===== config.mk =====
export PLATFORM = sky130hd
export DESIGN_NAME = mem_bus_arbiter_flat
export DESIGN_NICKNAME = d
export VERILOG_FILES = /design/src/rtl/bus_pkg.sv /design/src/rtl/mem_bus_arbiter_if.sv /design/src/rtl/bus_watchdog.sv /design/src/rtl/mem_bus_arbiter.sv /design/src/flat_wrapper.sv
export SDC_FILE = /design/constraint.sdc
export NUM_CORES = 1
export LEC_CHECK = 0
export ABC_CLOCK_PERIOD_IN_PS = 2200
export BUFFER_PORTS_ARGS = -buffer_cell sky130_fd_sc_hd__buf_2
export CORE_AREA = 2 2 122 124
export CTS_CLUSTER_DIAMETER = 150
export CTS_CLUSTER_SIZE = 40
export DETAILED_ROUTE_END_ITERATION = 16
export DIE_AREA = 0 0 124 126
export HOLD_SLACK_MARGIN = 0.15
export PLACE_DENSITY = 0.54
export SLEW_MARGIN = 40
export SYNTH_ARGS = -nofsm -noshare
export SYNTH_HDL_FRONTEND = slang
export SYNTH_SLANG_ARGS = --single-unit

===== constraint.sdc =====
create_clock -name clk -period 2.2 [get_ports clk]
set_clock_uncertainty 0.05 [all_clocks]
set_input_delay 0 -clock clk [delete_from_list [all_inputs] [get_ports clk]]
set_output_delay 0 -clock clk [all_outputs]
set_load 0.01 [all_outputs]

===== src/rtl/bus_pkg.sv =====
// Shared definitions for the memory bus arbiter: FSM state encoding,
// access width codes, the abort read-data pattern and the tie-break rule.
package bus_pkg;

  typedef enum logic [1:0] {
    ST_IDLE = 2'd0,
    ST_G0   = 2'd1,
    ST_G1   = 2'd2
  } arb_state_e;

  typedef enum logic {
    MST_M0 = 1'b0,
    MST_M1 = 1'b1
  } master_e;

  localparam logic [1:0]  W_BYTE    = 2'd0;
  localparam logic [1:0]  W_HALF    = 2'd1;
  localparam logic [1:0]  W_WORD    = 2'd2;
  localparam logic [31:0] ERR_RDATA = 32'hDEAD_DEAD;

  // Winner when both masters request together; round-robin hands it to whoever was not served last.
  function automatic master_e tie_winner(input int round_robin, input master_e last_served);
    if (round_robin == 0) return MST_M1;
    return (last_served == MST_M1) ? MST_M0 : MST_M1;
  endfunction

endpackage


===== src/rtl/mem_bus_arbiter_if.sv =====
// One memory-style port: level read/write request held until ok.
// The requester uses the master modport, the responder the slave modport.
interface mem_bus_arbiter_if;

  logic [31:0] addr;
  logic [31:0] wdata;
  logic [1:0]  width;
  logic        read;
  logic        write;
  logic [31:0] rdata;
  logic        ok;

  modport master (
    output addr, wdata, width, read, write,
    input  rdata, ok
  );

  modport slave (
    input  addr, wdata, width, read, write,
    output rdata, ok
  );

endinterface


===== src/rtl/bus_watchdog.sv =====
// Counts granted cycles without a memory completion and flags the cycle on
// which the access must be aborted.
module bus_watchdog #(
  parameter int unsigned TIMEOUT = 255
) (
  input  logic clk,
  input  logic rstn,
  input  logic granted,
  input  logic mem_ok,
  output logic timeout
);

  localparam logic [7:0] LIMIT = 8'(TIMEOUT - 1);

  logic [7:0] count_q;
  logic [7:0] count_d;

  assign timeout = granted && !mem_ok && (count_q == LIMIT);

  // Any ended access (ok or abort) or an idle cycle leaves the count at zero for the next grant.
  always_comb begin
    count_d = count_q + 8'd1;
    if (!granted || mem_ok || timeout) count_d = 8'd0;
  end

  always_ff @(posedge clk) begin
    if (!rstn) count_q <= 8'd0;
    else       count_q <= count_d;
  end

endmodule


===== src/rtl/mem_bus_arbiter.sv =====
// Shares the system memory port between the CPU (m0) and the DMA engine (m1),
// one registered grant at a time, with a watchdog bounding every access.
module mem_bus_arbiter
  import bus_pkg::*;
#(
  parameter int          ROUND_ROBIN = 0,
  parameter int unsigned TIMEOUT     = 255
) (
  input  logic                      clk,
  input  logic                      rstn,
  mem_bus_arbiter_if.slave          m0,
  mem_bus_arbiter_if.slave          m1,
  mem_bus_arbiter_if.master         mem,
  input  logic                      m1_lock,
  output logic                      bus_err,
  output logic [1:0]                grant
);

  arb_state_e  state_q, state_d;
  master_e     last_q, last_d;
  logic        req0, req1;
  logic        granted;
  logic        timeout;
  logic        done;
  logic [31:0] done_rdata;

  assign req0    = m0.read | m0.write;
  assign req1    = m1.read | m1.write;
  assign granted = (state_q != ST_IDLE);
  assign done    = granted && (mem.ok || timeout);
  assign done_rdata = !done ? 32'd0 : (mem.ok ? mem.rdata : ERR_RDATA);

  assign bus_err = timeout;
  assign grant   = {state_q == ST_G1, state_q == ST_G0};

  bus_watchdog #(.TIMEOUT(TIMEOUT)) u_watchdog (
    .clk     (clk),
    .rstn    (rstn),
    .granted (granted),
    .mem_ok  (mem.ok),
    .timeout (timeout)
  );

  // On completion the finishing master's request is stale, so only the other side is considered.
  always_comb begin
    state_d = state_q;
    last_d  = last_q;
    unique case (state_q)
      ST_IDLE: begin
        if (req0 && req1)
          state_d = (tie_winner(ROUND_ROBIN, last_q) == MST_M1) ? ST_G1 : ST_G0;
        else if (req1)
          state_d = ST_G1;
        else if (req0)
          state_d = ST_G0;
      end
      ST_G0: begin
        if (done) begin
          last_d  = MST_M0;
          state_d = req1 ? ST_G1 : ST_IDLE;
        end else if (!req0) begin
          state_d = ST_IDLE;
        end
      end
      ST_G1: begin
        if (done) begin
          last_d = MST_M1;
          if (m1_lock)   state_d = ST_G1;
          else if (req0) state_d = ST_G0;
          else           state_d = ST_IDLE;
        end else if (!req1) begin
          state_d = ST_IDLE;
        end
      end
      default: state_d = ST_IDLE;
    endcase
  end

  always_comb begin
    mem.addr  = 32'd0;
    mem.wdata = 32'd0;
    mem.width = 2'd0;
    mem.read  = 1'b0;
    mem.write = 1'b0;
    m0.ok     = 1'b0;
    m0.rdata  = 32'd0;
    m1.ok     = 1'b0;
    m1.rdata  = 32'd0;
    unique case (state_q)
      ST_G0: begin
        mem.addr  = m0.addr;
        mem.wdata = m0.wdata;
        mem.width = m0.width;
        mem.read  = m0.read & ~m0.write;
        mem.write = m0.write;
        m0.ok     = done;
        m0.rdata  = done_rdata;
      end
      ST_G1: begin
        mem.addr  = m1.addr;
        mem.wdata = m1.wdata;
        mem.width = m1.width;
        mem.read  = m1.read & ~m1.write;
        mem.write = m1.write;
        m1.ok     = done;
        m1.rdata  = done_rdata;
      end
      default: ;
    endcase
  end

  always_ff @(posedge clk) begin
    if (!rstn) begin
      state_q <= ST_IDLE;
      last_q  <= MST_M0;
    end else begin
      state_q <= state_d;
      last_q  <= last_d;
    end
  end

endmodule


===== src/flat_wrapper.sv =====
// flat-port wrapper written by rule: the top's interface ports become plain ports
module mem_bus_arbiter_flat import bus_pkg::*;
#(
  parameter int          ROUND_ROBIN = 0,
  parameter int unsigned TIMEOUT     = 255
)
  (clk, rstn, m1_lock, bus_err, grant, m0_addr, m0_wdata, m0_width, m0_read, m0_write, m0_rdata, m0_ok, m1_addr, m1_wdata, m1_width, m1_read, m1_write, m1_rdata, m1_ok, mem_addr, mem_wdata, mem_width, mem_read, mem_write, mem_rdata, mem_ok);
  mem_bus_arbiter_if m0_i ();
  mem_bus_arbiter_if m1_i ();
  mem_bus_arbiter_if mem_i ();
  input  logic clk;
  input  logic rstn;
  input  logic m1_lock;
  output logic bus_err;
  output logic [1:0] grant;
  input wire logic [$bits(m0_i.addr)-1:0] m0_addr;
  input wire logic [$bits(m0_i.wdata)-1:0] m0_wdata;
  input wire logic [$bits(m0_i.width)-1:0] m0_width;
  input wire logic [$bits(m0_i.read)-1:0] m0_read;
  input wire logic [$bits(m0_i.write)-1:0] m0_write;
  output wire logic [$bits(m0_i.rdata)-1:0] m0_rdata;
  output wire logic [$bits(m0_i.ok)-1:0] m0_ok;
  input wire logic [$bits(m1_i.addr)-1:0] m1_addr;
  input wire logic [$bits(m1_i.wdata)-1:0] m1_wdata;
  input wire logic [$bits(m1_i.width)-1:0] m1_width;
  input wire logic [$bits(m1_i.read)-1:0] m1_read;
  input wire logic [$bits(m1_i.write)-1:0] m1_write;
  output wire logic [$bits(m1_i.rdata)-1:0] m1_rdata;
  output wire logic [$bits(m1_i.ok)-1:0] m1_ok;
  output wire logic [$bits(mem_i.addr)-1:0] mem_addr;
  output wire logic [$bits(mem_i.wdata)-1:0] mem_wdata;
  output wire logic [$bits(mem_i.width)-1:0] mem_width;
  output wire logic [$bits(mem_i.read)-1:0] mem_read;
  output wire logic [$bits(mem_i.write)-1:0] mem_write;
  input wire logic [$bits(mem_i.rdata)-1:0] mem_rdata;
  input wire logic [$bits(mem_i.ok)-1:0] mem_ok;
  assign m0_i.addr = m0_addr;
  assign m0_i.wdata = m0_wdata;
  assign m0_i.width = m0_width;
  assign m0_i.read = m0_read;
  assign m0_i.write = m0_write;
  assign m0_rdata = m0_i.rdata;
  assign m0_ok = m0_i.ok;
  assign m1_i.addr = m1_addr;
  assign m1_i.wdata = m1_wdata;
  assign m1_i.width = m1_width;
  assign m1_i.read = m1_read;
  assign m1_i.write = m1_write;
  assign m1_rdata = m1_i.rdata;
  assign m1_ok = m1_i.ok;
  assign mem_addr = mem_i.addr;
  assign mem_wdata = mem_i.wdata;
  assign mem_width = mem_i.width;
  assign mem_read = mem_i.read;
  assign mem_write = mem_i.write;
  assign mem_i.rdata = mem_rdata;
  assign mem_i.ok = mem_ok;
  mem_bus_arbiter #(.ROUND_ROBIN(ROUND_ROBIN), .TIMEOUT(TIMEOUT)) u_core (.clk(clk), .rstn(rstn), .m0(m0_i), .m1(m1_i), .mem(mem_i), .m1_lock(m1_lock), .bus_err(bus_err), .grant(grant));
endmodule

**Word level (Yosys, flattened, before mapping)**

Index checks and enable logic that the tools add are counted.

- Add/sub/neg operators: 1
- Multipliers: 0
- Div/mod/pow operators: 0
- Magnitude comparators: 0
- Eq/ne operators: 8
- Shift operators: 0
- Muxes and demuxes: 32
- Bitwise logic cells: 7
- Reductions and logical operators: 15

Operators with widths:

| cell | number |
|---|---|
| $mux W32 | 4 |
| $pmux W32 S2 | 2 |
| $mux W2 | 10 |
| $mux W1 | 11 |
| $add A8 B1 Y8 const B | 1 |
| $eq A8 B8 Y1 const B | 1 |
| $ne A3 B3 Y1 const B | 2 |
| $pmux W1 S2 | 3 |
| $pmux W2 S3 | 1 |
| $reduce_and A3 Y1 | 2 |
| $logic_and A1 B1 Y1 | 4 |
| $ne A2 B1 Y1 const B | 2 |
| $ne A4 B1 Y1 const B | 1 |
| $pmux W2 S2 | 1 |
| $reduce_bool A2 Y1 | 2 |
| $logic_or A1 B1 Y1 | 3 |
| $not A1 Y1 | 3 |
| $and A1 B1 Y1 | 2 |
| $eq A2 B1 Y1 const B | 1 |
| $eq A2 B2 Y1 const B | 1 |
| $logic_not A1 Y1 | 2 |
| $logic_not A2 Y1 | 1 |
| $or A1 B1 Y1 | 2 |
| $reduce_or A2 Y1 | 1 |

- Register bits: 11
- Latch bits: 0
- Memory bits (writable): 0
- ROM bits: 0
- Input port bits: 172
- Output and inout bits: 137
- Word-level logic and storage cells: 66
- Memories kept: 0

**Depth between registers and ports, before layout**

Gate-level depths: netlist of run 1.

- Depth after elaboration: 10
- Depth in mapped cells: 7
- Mapped depth without buffers: 6

**Hierarchy**

A second synthesis of run 1 with hierarchy kept.

- Cell total of the unflattened synthesis: 330
- Area, all modules: 2163.3 um^2

Modules (own cells, without submodules):

| module | times used | cells each | area an instance (um^2) |
|---|---|---|---|
| mem_bus_arbiter | 1 | 289 | 1775.5 |
| bus_watchdog | 1 | 41 | 387.9 |

**Worst setup path after synthesis of run 1**

No wires, ideal clock.

- Kind: register to register
- Start point: register u_core.state_q[0]
- End point: register u_core.state_q[0]
- Library setup time: 0.072 ns
- Arrival: 1.602 ns
- Data required time: 2.078 ns
- Slack: 0.476 ns
- Cell stages (with the launch flop): 7
- Period minus slack after synthesis: 1.724 ns
- Path through: dfxtp_1 inv_1 ha_1 nand2b_1 or4_1 o22a_1 mux2i_1

- Cells in the longest elaborated chain, start to end: 7
- Elaborated cells on any way between the ends: 15
- Classes of those cells: eq/ne: 5; mux: 3; reduce/logical: 7

RTL lines:

| item | line | source |
|---|---|---|
| from (decl) | mem_bus_arbiter.sv:19 | `arb_state_e state_q, state_d;` |
| from (signal assigned) | mem_bus_arbiter.sv:117 | `state_q <= state_d;` |
| $reduce_bool A2 Y1 | mem_bus_arbiter.sv:29 | `assign granted = (state_q != ST_IDLE);` |
| $logic_and A1 B1 Y1 (2 in series) | bus_watchdog.sv:18 | `assign timeout = granted && !mem_ok && (count_q == LIMIT);` |
| $logic_or A1 B1 Y1 | mem_bus_arbiter.sv:30 | `assign done = granted && (mem.ok \|\| timeout);` |
| $logic_and A1 B1 Y1 | mem_bus_arbiter.sv:30 |  |
| $ne A3 B3 Y1 (no line), or another cell as far along | - |  |
| $reduce_and A3 Y1 (no line) or $pmux W2 S3 (tied branches) | - |  |

Parallel ways exist; a longest one is shown, timed or not.
A chain may end at the register's enable or synchronous reset.

**Worst setup path after layout of run 1**

- Start point: register u_core.state_q[1]
- End point: output port m0_rdata[0]

- Cells in the longest elaborated chain, start to end: 7
- Elaborated cells on any way between the ends: 8
- Classes of those cells: eq/ne: 1; mux: 2; reduce/logical: 5

RTL lines:

| item | line | source |
|---|---|---|
| $reduce_bool A2 Y1 | mem_bus_arbiter.sv:29 |  |
| $logic_and A1 B1 Y1 (2 in series) | bus_watchdog.sv:18 |  |
| $logic_or A1 B1 Y1 | mem_bus_arbiter.sv:30 |  |
| $logic_and A1 B1 Y1 | mem_bus_arbiter.sv:30 |  |
| $mux W32 | mem_bus_arbiter.sv:31 | `assign done_rdata = !done ? 32'd0 : (mem.ok ? mem.rdata : ERR_RDATA);` |
| $mux W32 * | mem_bus_arbiter.sv:89 | `unique case (state_q)` |
| to (decl) | flat_wrapper.sv:21 | `output wire logic [$bits(m0_i.rdata)-1:0] m0_rdata;` |

Mark *: on every way between the ends. The rest lies on a longest branch, timed or not.

==> metrics.log, run 1 <==
[metrics] final critical-path share of the clock period: 0.942
[metrics] synthesized netlist net count: 512
[metrics] starting density of the core: 0.168
[metrics] count of maximum capacitance violations: 0
[metrics] maximum number of pins on one net before global-route repair: 69
[metrics] highest-count cells in the layout ignoring fill and taps: buf_2, nor2b_1, a22oi_1
[metrics] Critical Path AT: 2.02 ns
[metrics] commonest non-fill, non-tap cell in the layout: buf_2
[metrics] global-route wire length before repair: 15100 um
[metrics] distinct cell type count of the synthesized netlist: 32
[metrics] leakage: 2.13 nW
[metrics] worst endpoint required time: 2.15 ns
[metrics] GRT met3 Usage: 0.0113
[metrics] final hold viol count: 0
[metrics] final global-route overflow total: 0
[metrics] syn avg cell area: 7.18 um2
[metrics] number of enable flip-flop cells after synthesis: 0
[metrics] flop2flop setup slack: 0.34 ns
[metrics] portion of the post-synthesis area used by sequential elements: 0.0835
[metrics] post-synthesis mux area share: 0.00835
[metrics] launching element of the worst setup path: u_core.state_q[1]
[metrics] Worst Path Max Fanout: 43
[metrics] Reg2Reg Launch Point: u_core.state_q[1]
[metrics] detailed router's first-iteration violation count: 125
[metrics] antenna diode instance count: 0
[metrics] global-route usage over all layers: 0.119
[metrics] number of buffers on the longest clock path: 2
[metrics] detailed-route wire length: 10800 um
[metrics] total number of vias: 3492
[metrics] Max Clock Freq: 0.483 GHz
[metrics] async set or reset register ratio after synthesis: 0
[metrics] area fraction in compound gates after synthesis: 0.432
[metrics] per-cell routed wire length: 13.5 um
[metrics] post-synthesis cell count: 334
[metrics] CTS tree: done
[metrics] flip-flop and latch count after synthesis: 10
[metrics] Setup TNS Final: 0 ns
[metrics] CTS H-Tree Depth: 1
[metrics] final-report max-slew violation count: 0
[metrics] GRT met1 Usage: 0.149
[metrics] Post-Synth Simple-Gate Area: 0.340
[metrics] GP Congestion: 0.780
[metrics] number of core rows: 44
[metrics] Max-slew headroom: 0.751
[metrics] Yosys warnings: 0
[metrics] Syn-to-layout area delta: 78.0%
[metrics] main combinational cell family by area after synthesis: compound AO/OA/AOI/OAI gates
[metrics] logic depth of the worst register-to-register path: 6
[metrics] area of the core: 14300 um2
[metrics] fraction of final layout cells sized beyond drive strength 1: 0.594
[metrics] net count reported at finish: 797
[metrics] crit end category: output pin
[metrics] clock insertion delay at the later pin of the skew report: 0.24 ns
[metrics] port bufs: 308
[metrics] Synth Area in Adders: 0.0313
[metrics] CTS Root Buffer Type: clkbuf_16
[metrics] full die area: 15600 um2
[metrics] worst voltage drop across the vdd grid: 0.412 mV
[metrics] unrepaired setup endpoints after global routing: no
[metrics] xor and xnor fraction of the mapped netlist area: 0.0219
[metrics] worst-margin pin slew: 0.373 ns
[metrics] antenna viol nets, final: 0
[metrics] final setup vio count: 0
[metrics] main flop type after synthesis: dfxtp_1
[metrics] clock slew at the register clock pins of the worst setup and hold paths: 0.04 ns
[metrics] GRT busiest layer: met2
[metrics] number of buffers added by the clock tree synthesis step: 3
[metrics] Die Ht: 126 um
[metrics] postcts setup bufs: 0
[metrics] overall die width: 124 um
[metrics] kind of launch point of the worst setup path: register
[metrics] power per cell area: 724 nW/um2
[metrics] antenna violations before repair: 0
[metrics] Critical path destination: m0_rdata[0]
[metrics] detailed-route DRC error count: 0
[metrics] GR Layer Usage met2: 0.219
[metrics] run status: finished, final reports clean
[metrics] Critical R2R Capture: u_core.state_q[0]
[metrics] number of detailed-route iterations in the first pass: 4
[metrics] number of global-route vias before repair: 2954
[metrics] Detail Placement HPWL: 8550 um
[metrics] Final Hold Slack: 0.218 ns
[metrics] Synth Cell Area: 2400 um2
[metrics] worst min-delay path class: in -> reg
[metrics] Vias/cell: 4.35
[metrics] total number of clock tree sinks: 10
[metrics] shortest period the worst path allows: 2.07 ns
[metrics] io pins: 309
[metrics] class of the most critical setup path: reg -> out
[worst max-delay path, cell delays in order (launching register included)]
cell,delay [ns]
dfxtp_1,0.40
inv_1,0.11
ha_2,0.22
or3_2,0.49
buf_12,0.21
a21boi_0,0.18
buf_2,0.15
[routing by layer]
| layer | vias up | wire length, um |
|---|---|---|
| met5 | - | 0 |
| met1 | 1531 | 4430 |
| met4 | 0 | 108 |
| li1 | 1771 | - |
| met3 | 8 | 878 |
| met2 | 182 | 5430 |
[metrics by stage]
step | util | total power, mW | cells | worst slack, ns | cell area, um2
floorplan | - | 1.87 | 334 | 0.476 | 2400
global placement | 0.290 | 2.75 | 796 | 0.266 | 4150
detailed placement | 0.290 | 2.75 | 796 | 0.244 | 4150
CTS | 0.298 | 3.12 | 802 | 0.0121 | 4260
global route | 0.298 | 3.37 | 802 | 0.00309 | 4270
finish | 0.298 | 3.09 | 802 | 0.128 | 4270
[flip-flops by register name, summed over array words and instances, names as in the netlist]
register,flops
u_core.u_watchdog.count_q,8
u_core.state_q,2
[where the power goes]
| group | switching (mW) | leakage (nW) | total, mW | internal (mW) |
|---|---|---|---|---|
| clock | 0.0852 | 0.0442 | 0.358 | 0.273 |
| sequential | 0.0243 | 0.0819 | 0.225 | 0.201 |
| combinational | 1.33 | 2.01 | 2.51 | 1.18 |
[synthesized netlist by cell type, types with 2 or more instances]
library cell | number | area [um2]
o22ai_1 | 2 | 12.5
xnor2_1 | 3 | 26.3
and3_1 | 21 | 131
or3_1 | 2 | 12.5
buf_6 | 5 | 56.3
or4_1 | 2 | 15.0
nand3_1 | 5 | 25.0
nor2_1 | 11 | 41.3
clkbuf_1 | 32 | 120
a21boi_2 | 39 | 439
xor2_1 | 3 | 26.3
a21boi_0 | 3 | 22.5
inv_1 | 5 | 18.8
a22oi_1 | 67 | 503
ha_1 | 6 | 75.1
o21ai_0 | 4 | 20.0
nand2_1 | 30 | 113
dfxtp_1 | 10 | 200
mux2i_1 | 2 | 20.0
nand2b_1 | 2 | 12.5
nor2b_1 | 69 | 432
[area by class of cell]
| type | instances | area, um2 |
|---|---|---|
| fill | 1594 | 10000 |
| clock buffer | 4 | 88.8 |
| timing repair buffer | 318 | 1700 |
| tap | 184 | 230 |
| sequential | 10 | 203 |
| multi-input combinational | 281 | 2030 |
| inverter | 5 | 18.8 |
[cells by family (layout without fill, tap and decap cells)]
group           Yosys count  after routing
simple gates            147            147
mux                       2              2
xor+xnor                  6              6
flops                    10             10
fa+ha+maj                 6              6
buf+inv                  43            327
compound gates          120            120
[worst min path at each step]
stage | to | slack (ns) | from | cells past startpoint
after floorplan | m1_rdata[0] | 0.08 | mem_rdata[0] | 2
after global placement | u_core.state_q[0] | 0.26 | rstn | 3
after detailed placement | u_core.state_q[0] | 0.27 | rstn | 3
after CTS | u_core.state_q[0] | 0.22 | m1_read | 4
after global routing | u_core.state_q[0] | 0.26 | m1_read | 4
final | u_core.state_q[0] | 0.22 | m1_read | 4
[what timing repair did]
action | 4_1_cts | 5_1_grt
resized for setup | 0 | 5
setup endpoints to repair | 0 | 25
hold buffers | 2 | 0
hold endpoints to repair | 2 | 0
No activity file was read; power rests on OpenSTA's default activity.
==> run 2: changes to the inputs <==
CORE_AREA = 2 2 120 122   (was 2 2 122 124)
DIE_AREA = 0 0 122 124   (was 0 0 124 126)
PLACE_DENSITY = 0.55   (was 0.54)
==> metrics.log, run 2 (synthesis gave the netlist of run 1 again) <==
[metrics] number of buffers on the longest clock path: 2
[metrics] overall die width: 122 um
[metrics] number of detailed-route iterations in the first pass: 5
[metrics] clock slew at the register clock pins of the worst setup and hold paths: 0.04 ns
[metrics] final instance area: 4260 um2
[metrics] Power Total: 3.10 mW
[metrics] number of buffers added by the clock tree synthesis step: 3
[metrics] count of maximum capacitance violations: 0
[metrics] power per cell area: 727 nW/um2
[metrics] Max-slew headroom: 0.673
[metrics] Syn-to-layout area delta: 77.8%
[metrics] flip-flop count of the largest register, all copies and words added: 8
[metrics] # fillers: 1454
[metrics] class of the most critical setup path: reg -> out
[metrics] core utilization of the finished layout: 0.311
[metrics] crit end category: output pin
[metrics] CTS tree: done
[metrics] total area of multi-input combinational cells: 2030 um2
[metrics] Vias/cell: 4.38
[metrics] run status: finished, final reports clean
[metrics] antenna diode instance count: 0
[metrics] detailed router's first-iteration violation count: 188
[metrics] antenna violations before repair: 0
[metrics] shortest period the worst path allows: 2.05 ns
[metrics] maximum number of pins on one net before global-route repair: 69
[metrics] Detail Placement HPWL: 8510 um
[metrics] CTS H-Tree Depth: 1
[metrics] detailed-route DRC error count: 0
[metrics] detailed-route wire length: 10800 um
[metrics] total number of clock tree sinks: 10
[metrics] io pins: 309
[metrics] number of global-route vias before repair: 2917
[metrics] Worst Path Max Fanout: 43
[metrics] commonest non-fill, non-tap cell in the layout: buf_2
[metrics] worst endpoint required time: 2.15 ns
[metrics] net count reported at finish: 797
[metrics] worst-margin pin slew: 0.490 ns
[metrics] kind of launch point of the worst setup path: register
[metrics] GP Congestion: 0.749
[metrics] total number of vias: 3499
[metrics] total area of sequential cells: 204 um2
[metrics] final setup vio count: 0
[metrics] Die Ht: 124 um
[metrics] full die area: 15100 um2
[metrics] global-route usage over all layers: 0.117
[metrics] Setup WS post-layout: 0.152 ns
[metrics] Post-Place Setup Slack: 0.245 ns
[metrics] leakage: 2.13 nW
[metrics] area of the core: 13700 um2
[metrics] per-cell routed wire length: 13.5 um
[metrics] clock insertion delay at the later pin of the skew report: 0.24 ns
[metrics] final global-route overflow total: 0
[metrics] Critical Path AT: 2.00 ns
[metrics] fraction of final layout cells sized beyond drive strength 1: 0.594
[metrics] Post-Layout Cell Count: 798
[metrics] postcts setup bufs: 0
[metrics] worst min-delay path class: in -> reg
[metrics] Final Hold Slack: 0.188 ns
[metrics] final critical-path share of the clock period: 0.931
[metrics] final-report max-slew violation count: 0
[metrics] port bufs: 308
[metrics] largest register by flop count: u_core.u_watchdog.count_q
[metrics] CTS Root Buffer Type: clkbuf_16
[metrics] worst voltage drop across the vdd grid: 0.537 mV
[metrics] unrepaired setup endpoints after global routing: no
[metrics] antenna viol nets, final: 0
[metrics] global-route wire length before repair: 14700 um
[metrics] Top Registers: u_core.u_watchdog.count_q (8), u_core.state_q (2)
[metrics] final hold viol count: 0
[metrics] Max Clock Freq: 0.488 GHz
[metrics] starting density of the core: 0.175
[metrics] highest-count cells in the layout ignoring fill and taps: buf_2, nor2b_1, a22oi_1
[metrics] number of core rows: 43
[metrics] Cells after DPL: 792
[metrics] Setup TNS Final: 0 ns
[metrics] placed inst area: 4150 um2
-- run 2: power by group --
part	internal (mW)	switching [mW]	total (mW)
clock	0.274	0.0890	0.363
combinational	1.18	1.33	2.51
sequential	0.203	0.0250	0.228
total	1.66	1.44	3.10
-- run 2: what timing repair did --
action                     4_1_cts  5_1_grt
setup endpoints to repair        0       42
hold buffers                     2        0
gates resized for setup          0        6
hold endpoints to repair         2        0
-- run 2: metal layers --
metal	share of wire	up-vias	GRT usage
met2	0.49	196	0.205
met1	0.42	1527	0.154
li1	-	1774	-
met5	0	-	0
met3	0.092	2	0.0183
met4	0.00065	0	0.0144
-- run 2: final timing paths --
path	from	endpoint	slack, ns	depth (start not counted)
setup reg to reg	u_core.state_q[0]	u_core.state_q[0]	0.38	6
setup / recovery	u_core.u_watchdog.count_q[3]	m0_rdata[31]	0.15	6
hold / removal	m1_read	u_core.state_q[0]	0.19	4
hold reg to reg	u_core.u_watchdog.count_q[0]	u_core.u_watchdog.count_q[0]	0.43	1
-- run 2: critical path, stage by stage, from the launching register on --
cell and delay, ns:
dfxtp_1 0.38, and4_1 0.25, nand4_1 0.13, or3_2 0.46
buf_12 0.21, a21boi_0 0.17, buf_2 0.15
-- run 2: final cells by class --
class / count / share of cell area
clock buffers: 4 / 0.0208
inverters: 5 / 0.00440
multi-input cells: 281 / 0.476
flip-flops and latches: 10 / 0.0478
well taps: 180 / 0.0528
repair buffers: 318 / 0.398
